==> src/rtl/mux_row_reader.sv <==
// Sequential reader for a 16:1 column mux: steps the column select, waits SETTLE
// cycles per column, samples mux_out and assembles the bits into a 16-bit word.
module mux_row_reader #(
    parameter int SETTLE = 1
) (
    input  logic        clk,
    input  logic        rst,
    input  logic        start,
    input  logic        abort,
    input  logic [3:0]  first_col,
    input  logic [4:0]  count,
    input  logic        mux_out,
    output logic [3:0]  sel,
    output logic [15:0] data,
    output logic        busy,
    output logic        valid
);

    localparam logic [2:0] SETTLE_V = 3'(SETTLE);

    typedef enum logic {
        IDLE = 1'b0,
        SCAN = 1'b1
    } state_t;

    state_t      state_reg, state_next;
    logic [3:0]  sel_reg, sel_next;
    logic [15:0] data_reg, data_next;
    logic        busy_reg, busy_next;
    logic        valid_reg, valid_next;
    logic [2:0]  settle_reg, settle_next;
    logic [4:0]  remaining_reg, remaining_next;

    always_ff @(posedge clk or posedge rst) begin
        if (rst) begin
            state_reg     <= IDLE;
            sel_reg       <= 4'd0;
            data_reg      <= 16'd0;
            busy_reg      <= 1'b0;
            valid_reg     <= 1'b0;
            settle_reg    <= 3'd0;
            remaining_reg <= 5'd0;
        end else begin
            state_reg     <= state_next;
            sel_reg       <= sel_next;
            data_reg      <= data_next;
            busy_reg      <= busy_next;
            valid_reg     <= valid_next;
            settle_reg    <= settle_next;
            remaining_reg <= remaining_next;
        end
    end

    always_comb begin
        state_next     = state_reg;
        sel_next       = sel_reg;
        data_next      = data_reg;
        busy_next      = busy_reg;
        valid_next     = 1'b0;
        settle_next    = settle_reg;
        remaining_next = remaining_reg;
        case (state_reg)
            IDLE: begin
                if (start) begin
                    sel_next       = first_col;
                    data_next      = 16'd0;
                    remaining_next = (count == 5'd0) ? 5'd16 : count;
                    settle_next    = SETTLE_V;
                    busy_next      = 1'b1;
                    state_next     = SCAN;
                end
            end
            SCAN: begin
                // abort wins over a coincident sample edge, so that sample is dropped
                if (abort) begin
                    state_next = IDLE;
                    busy_next  = 1'b0;
                end else if (settle_reg != 3'd0) begin
                    settle_next = settle_reg - 3'd1;
                end else begin
                    data_next[sel_reg] = mux_out;
                    remaining_next     = remaining_reg - 5'd1;
                    if (remaining_reg == 5'd1) begin
                        state_next = IDLE;
                        busy_next  = 1'b0;
                        valid_next = 1'b1;
                    end else begin
                        sel_next    = sel_reg + 4'd1;
                        settle_next = SETTLE_V;
                    end
                end
            end
            default: state_next = IDLE;
        endcase
    end

    assign sel   = sel_reg;
    assign data  = data_reg;
    assign busy  = busy_reg;
    assign valid = valid_reg;

endmodule

==> config.mk <==
export PLATFORM = sky130hd
export DESIGN_NAME = mux_row_reader
export DESIGN_NICKNAME = d
export VERILOG_FILES = /design/src/rtl/mux_row_reader.sv
export SDC_FILE = /design/constraint.sdc
export NUM_CORES = 1
export LEC_CHECK = 0
export ABC_AREA = 1
export CORE_MARGIN = 2
export CORE_UTILIZATION = 56
export CTS_CLUSTER_DIAMETER = 40
export CTS_CLUSTER_SIZE = 25
export DETAILED_ROUTE_END_ITERATION = 8
export PLACE_DENSITY = 0.95
export SYNTH_ARGS = -nofsm -noshare
export SYNTH_HDL_FRONTEND = slang
export SYNTH_SLANG_ARGS = --single-unit
==> constraint.sdc <==
create_clock -name clk -period 2.7 [get_ports clk]
set_clock_uncertainty 0.05 [all_clocks]
set_input_delay 0.405 -clock clk [delete_from_list [all_inputs] [get_ports clk]]
set_output_delay 0.405 -clock clk [all_outputs]
set_load 0.05 [all_outputs]
==> impl_metrics.yaml, run 1 <==
outcome:
  status: "complete, no violations"
route:
  drtAntennaViolNets: 0
  vias: 1810
  drt_wl_total_um: 4170
  wire_per_inst_um: 11.4
  drt_pass1_iterations: 4
  drtIter0Drc: 81
  drc_errors: 0
  avgViaCountPerCell: 4.95
logic_synthesis:
  mappedNetlistArea_mm2: 0.00197
  syn_inst: 285
  synth_cell_type_count: 22
  syn_nets: 305
  ys_warn_count: 0
  synth-seq-area-share_pct: 39.4
  synth.area.top_cells: "dfrtp_1 39%, nand2_1 24%, nand3_1 8.7%"
  ys_async_sr_fraction_pct: 100
  ys.flop_type: "dfrtp_1"
  ys_ff_latch: 31
  netlist_top_cells_count: "124 x nand2_1, 35 x inv_1, 34 x nand3_1, 31 x dfrtp_1, 15 x nor2_1"
  synth_edf_count: 0
  avgSynthCellArea_um2: 6.90
  synth_most_common_cell: "nand2_1"
  synth_top_cell_area_share_pct: 39.4
  yosysTopAreaCell: "dfrtp_1"
floorplanning:
  dieArea_mm2: 0.00400
  start_util_pct: 58.5
  ios: 36
  coreArea_mm2: 0.00336
  die_w_um: 63.3
  die_y_um: 63.3
  rows: 21
sta:
  tightest_slew_ns: 0.591
  setup_tns_ns: 0
  whs_ns: 0.387
  finalCritPeriodShare_pct: 82.5
  max-slew-margin-rel_pct: 60.6
  finalMaxSlewViolations: 0
  hold_viol: 0
  period_minus_slack_ns: 2.23
  setup_violations: 0
  rsz0062_at_grt: "no"
  max_freq_mhz: 449
global_routing:
  grt_use_met2_pct: 43.6
  met1_usage_pct: 26.2
  grt_pass1_vias: 1796
  busiest_layer: "met2"
  grt.overflow.total: 0
  grt_max_degree: 32
  grt_usage_pct: 23.9
  antenna_found_initial: 0
  met3_usage_pct: 4.46
  grt_pass1_wl_um: 7560
clock_network:
  cts_resized: 0
  cts-hold-fix-buffers: 0
  clock_path_buffers: 2
  numCtsBuffers: 5
  postCtsSetupBuffers: 0
  tritoncts: "yes"
  path_clk_slew_ns: 0.09
  htree_levels: 2
  clock_sinks: 31
  clock-root-buffer: "clkbuf_4"
  clk_latency_ns: 0.34
setup_path:
  timing.rr.start: "state_reg"
  arrival_ns: 1.77
  path_max_fanout: 13
  critPathKind: "flop to primary output"
  r2r_slack_ns: 0.90
  endpoint_kind: "primary output"
  ff2ff_path_depth: 5
  slowest_delay_ns: 0.87
  cp_slowest_cell: "clkdlybuf4s50_1"
  path_cells: "clkdlybuf4s50_1"
  start_kind: "flop"
  cp_num_buf_inv: 1
  r2r_end: "settle_reg[1]"
  critPathRequiredTime_ns: 2.25
  path_delay_family: "buffers and inverters"
finish:
  multi_input_area_um2: 980
  regArea_um2: 776
  n_fill_cell: 310
  diodes: 0
  utilization_pct: 70.9
  layout-drive-gt1-share_pct: 6.88
  largest_reg_flops: 16
  final_area_mm2: 0.00238
  area_delta_synth_final_pct: 21.2
  nNetsFinal: 339
placed_design:
  hpwl_um: 2960
  placed_area_mm2: 0.00232
  io_buffers: 35
  gp_congestion: 0.827
power:
  powerDensity_mw_per_mm2: 1170
  p_total_mw: 2.79
  p_leak_nw: 1.38
  vdd_drop_max_v: 0.000664
job:
  cap_violations: 0
hold_path:
  min_path_type: "input port to asynchronous set/reset pin"
-- power by group --
part           switching (mW)  internal, mW
registers               0.194         0.616
clock network           0.158         0.153
logic                    1.12         0.546
total                    1.48          1.32
-- metrics by stage --
| stage | instances | setup slack (ns) |
|---|---|---|
| 5_1_grt | 366 | 0.406 |
| 4_1_cts | 366 | 0.466 |
| 3_3_place_gp | 358 | 0.876 |
| 2_1_floorplan | 285 | 1.11 |
| 6_report | 366 | 0.472 |
| 3_5_place_dp | 358 | 0.840 |
-- cells by family after synthesis --
kind of cell / synth area share, %
DFF: 39.4
and+or+nand+nor: 43.3
buffers and inverters: 10.8
adders and majority gates: 3.82
AOI/OAI and AO/OA: 2.74
-- per-layer routing --
layer,share of wire [%],routed length [um],up-vias
met5,0,0,-
met4,2.6,108,0
met3,2.8,115,13
met2,53,2210,37
met1,42,1730,815
li1,-,-,945
-- cells in the final DEF (no fill, tap or decap), drive strengths merged --
cell type	n
a21oi	1
buf	2
clkbuf	8
clkdlybuf4s50	35
dfrtp	31
ha	6
inv	36
nand2	132
nand3	34
nand4	6
nor2	17
nor3	1
o21ai	9
or2	2
-- layout make-up --
cell class	count	area share, %
multi-input cells	208	41.1
flip-flops and latches	31	32.5
repair buffers	37	15.3
inverters	36	5.77
clock buffers	8	2.89
well taps	46	2.41
-- how the worst max path moves through the flow --
stage	from	endpoint	slack, ns	cells after the start
3_3_place_gp	sel[2]	sel[2]	0.88	1
2_1_floorplan	sel[0]	sel[2]	1.11	6
6_report	sel[2]	sel[2]	0.47	1
4_1_cts	sel[2]	sel[2]	0.47	1
3_5_place_dp	sel[2]	sel[2]	0.84	1
5_1_grt	sel[2]	sel[2]	0.41	1
No activity file was read; power rests on OpenSTA's default activity.
==> inputs of run 2 (changes only) <==
--- a/config.mk
+++ b/config.mk
@@ -7,11 +7,11 @@
 export LEC_CHECK = 0
 export ABC_AREA = 1
 export CORE_MARGIN = 2
-export CORE_UTILIZATION = 56
+export CORE_UTILIZATION = 52
 export CTS_CLUSTER_DIAMETER = 40
 export CTS_CLUSTER_SIZE = 25
 export DETAILED_ROUTE_END_ITERATION = 8
-export PLACE_DENSITY = 0.95
+export PLACE_DENSITY = 0.89
 export SYNTH_ARGS = -nofsm -noshare
 export SYNTH_HDL_FRONTEND = slang
 export SYNTH_SLANG_ARGS = --single-unit
==> constraint.sdc (replaced) <==
create_clock -name clk -period 2.3 [get_ports clk]
set_clock_uncertainty 0.05 [all_clocks]
set_input_delay 0.345 -clock clk [delete_from_list [all_inputs] [get_ports clk]]
set_output_delay 0.345 -clock clk [all_outputs]
set_load 0.05 [all_outputs]
==> run 2 against run 1 <==
Effect of this change: total power rose by 18%; global-route usage is 1.7 points lower; register-to-register slack worse by 0.17 ns; largest cell class unchanged.
==> impl_metrics.yaml, run 2 (synthesized netlist as in run 1, its figures left out) <==
clock_network:
  clock-root-buffer: "clkbuf_8"
  htree_levels: 2
  path_clk_slew_ns: 0.06
  clk_latency_ns: 0.28
  cts-hold-fix-buffers: 0
  tritoncts: "yes"
  clock_path_buffers: 2
  numCtsBuffers: 5
  clock_sinks: 31
  postCtsSetupBuffers: 0
  cts_resized: 0
floorplanning:
  coreArea_mm2: 0.00366
  die_y_um: 65.5
  ios: 36
  rows: 22
  dieArea_mm2: 0.00429
  die_w_um: 65.5
  start_util_pct: 53.7
placed_design:
  hpwl_um: 3040
  place_inst: 360
  pre_cts_slack_ns: 0.520
  io_buffers: 35
  gp_congestion: 0.907
sta:
  max_freq_mhz: 479
  tightest_slew_ns: 0.505
  max-slew-margin-rel_pct: 66.2
  setup_ws_ns: 0.213
  rsz0062_at_grt: "no"
  setup_violations: 0
  finalMaxSlewViolations: 0
  period_minus_slack_ns: 2.09
  setup_tns_ns: 0
  hold_viol: 0
  finalCritPeriodShare_pct: 90.8
setup_path:
  arrival_ns: 1.69
  cp_slowest_cell: "clkdlybuf4s50_1"
  start_kind: "flop"
  path_delay_family: "buffers and inverters"
  path_cells: "clkdlybuf4s50_1"
  endpoint_kind: "primary output"
  path_max_fanout: 13
  slowest_delay_ns: 0.87
  cp_num_buf_inv: 1
  critPathKind: "flop to primary output"
  critPathRequiredTime_ns: 1.90
power:
  swShare_pct: 52.2
  p_total_mw: 3.28
  vdd_drop_max_v: 0.00100
  powerDensity_mw_per_mm2: 1370
  internal_power_mw: 1.57
  p_seq_share_pct: 27.8
  p_switching_mw: 1.72
  pwr-share-clk_pct: 11.7
  p_leak_nw: 1.38
  comb_power_share_pct: 60.5
finish:
  final_cell_mix: "124 x nand2_1, 35 x inv_1, 35 x clkdlybuf4s50_1"
  largest_reg_flops: 16
  diodes: 0
  layout-drive-gt1-share_pct: 6.29
  area_delta_synth_final_pct: 21.6
  layout.cells.most_common: "nand2_1"
  nNetsFinal: 339
  stdcell_count: 366
job:
  cap_violations: 0
route:
  drc_errors: 0
  vias: 1814
  wire_per_inst_um: 11.2
  drt_pass1_iterations: 5
  drtAntennaViolNets: 0
  drt_wl_total_um: 4100
  drtIter0Drc: 96
  avgViaCountPerCell: 4.96
global_routing:
  grt_pass1_vias: 1750
  met1_usage_pct: 24.1
  grt_max_degree: 32
  met3_usage_pct: 4.11
  grt_pass1_wl_um: 7360
  antenna_found_initial: 0
  grt.overflow.total: 0
  grt_use_met2_pct: 42.0
  grt_usage_pct: 22.2
  busiest_layer: "met2"
hold_path:
  min_path_type: "input port to asynchronous set/reset pin"
outcome:
  status: "complete, no violations"
-- run 2: cell count changes in the layout (fill, tap and decap cells not counted), sizes merged --
cell / before / now
clkbuf: 8 / 6
-- run 2: final timing paths --
path / from / endpoint / slack (ns) / cells after the start
worst max-delay path: sel[2] / sel[2] / 0.21 / 1
worst min-delay path: rst / remaining_reg[3] / 0.39 / 3
max in group asynchronous: rst / data[5] / 1.51 / 3
worst min register to register: data[13] / data[13] / 0.43 / 2
min in group clk: data[13] / data[13] / 0.43 / 2
worst max register to register: state_reg / remaining_reg[2] / 0.73 / 6
-- run 2: cell type report --
cell class                 instances  area, um2
clock buffer                       6       72.6
fill                             326       1270
tap                               48       60.1
sequential                        31        776
inverter                          36        138
timing repair buffer              37        365
multi-input combinational        208        980
-- run 2: metrics by stage --
stage / hold slack, ns / instance area [um2] / util, %
2_1_floorplan: 0.399 / 1970 / -
3_3_place_gp: 0.413 / 2320 / 63.3
3_5_place_dp: 0.420 / 2320 / 63.3
4_1_cts: 0.408 / 2390 / 65.3
5_1_grt: 0.457 / 2390 / 65.3
6_report: 0.394 / 2390 / 65.3
-- run 2: layer usage --
layer  vias to the layer above  part of all wire, %
met3                         9                  4.2
met5                         -                    0
met2                        40                   53
met1                       827                   41
li1                        938                    -
met4                         0                  1.4
-- run 2: power groups by stage --
stage | sequential, mW | combinational, mW | clock, mW
floorplan | 1.23 | 1.25 | 0
global placement | 0.916 | 1.93 | 0
detailed placement | 0.924 | 1.99 | 0
CTS | 0.915 | 2.00 | 0.394
global route | 0.945 | 2.21 | 0.417
finish | 0.913 | 1.99 | 0.383
==> inputs of run 3 (changes only) <==
--- a/config.mk
+++ b/config.mk
@@ -6,6 +6,7 @@
 export NUM_CORES = 1
 export LEC_CHECK = 0
 export ABC_AREA = 1
+export CAP_MARGIN = 30
 export CORE_MARGIN = 2
 export CORE_UTILIZATION = 52
 export CTS_CLUSTER_DIAMETER = 40
==> results of run 3 <==
No change in the layout: final DEF, timing and power equal those of run 2.
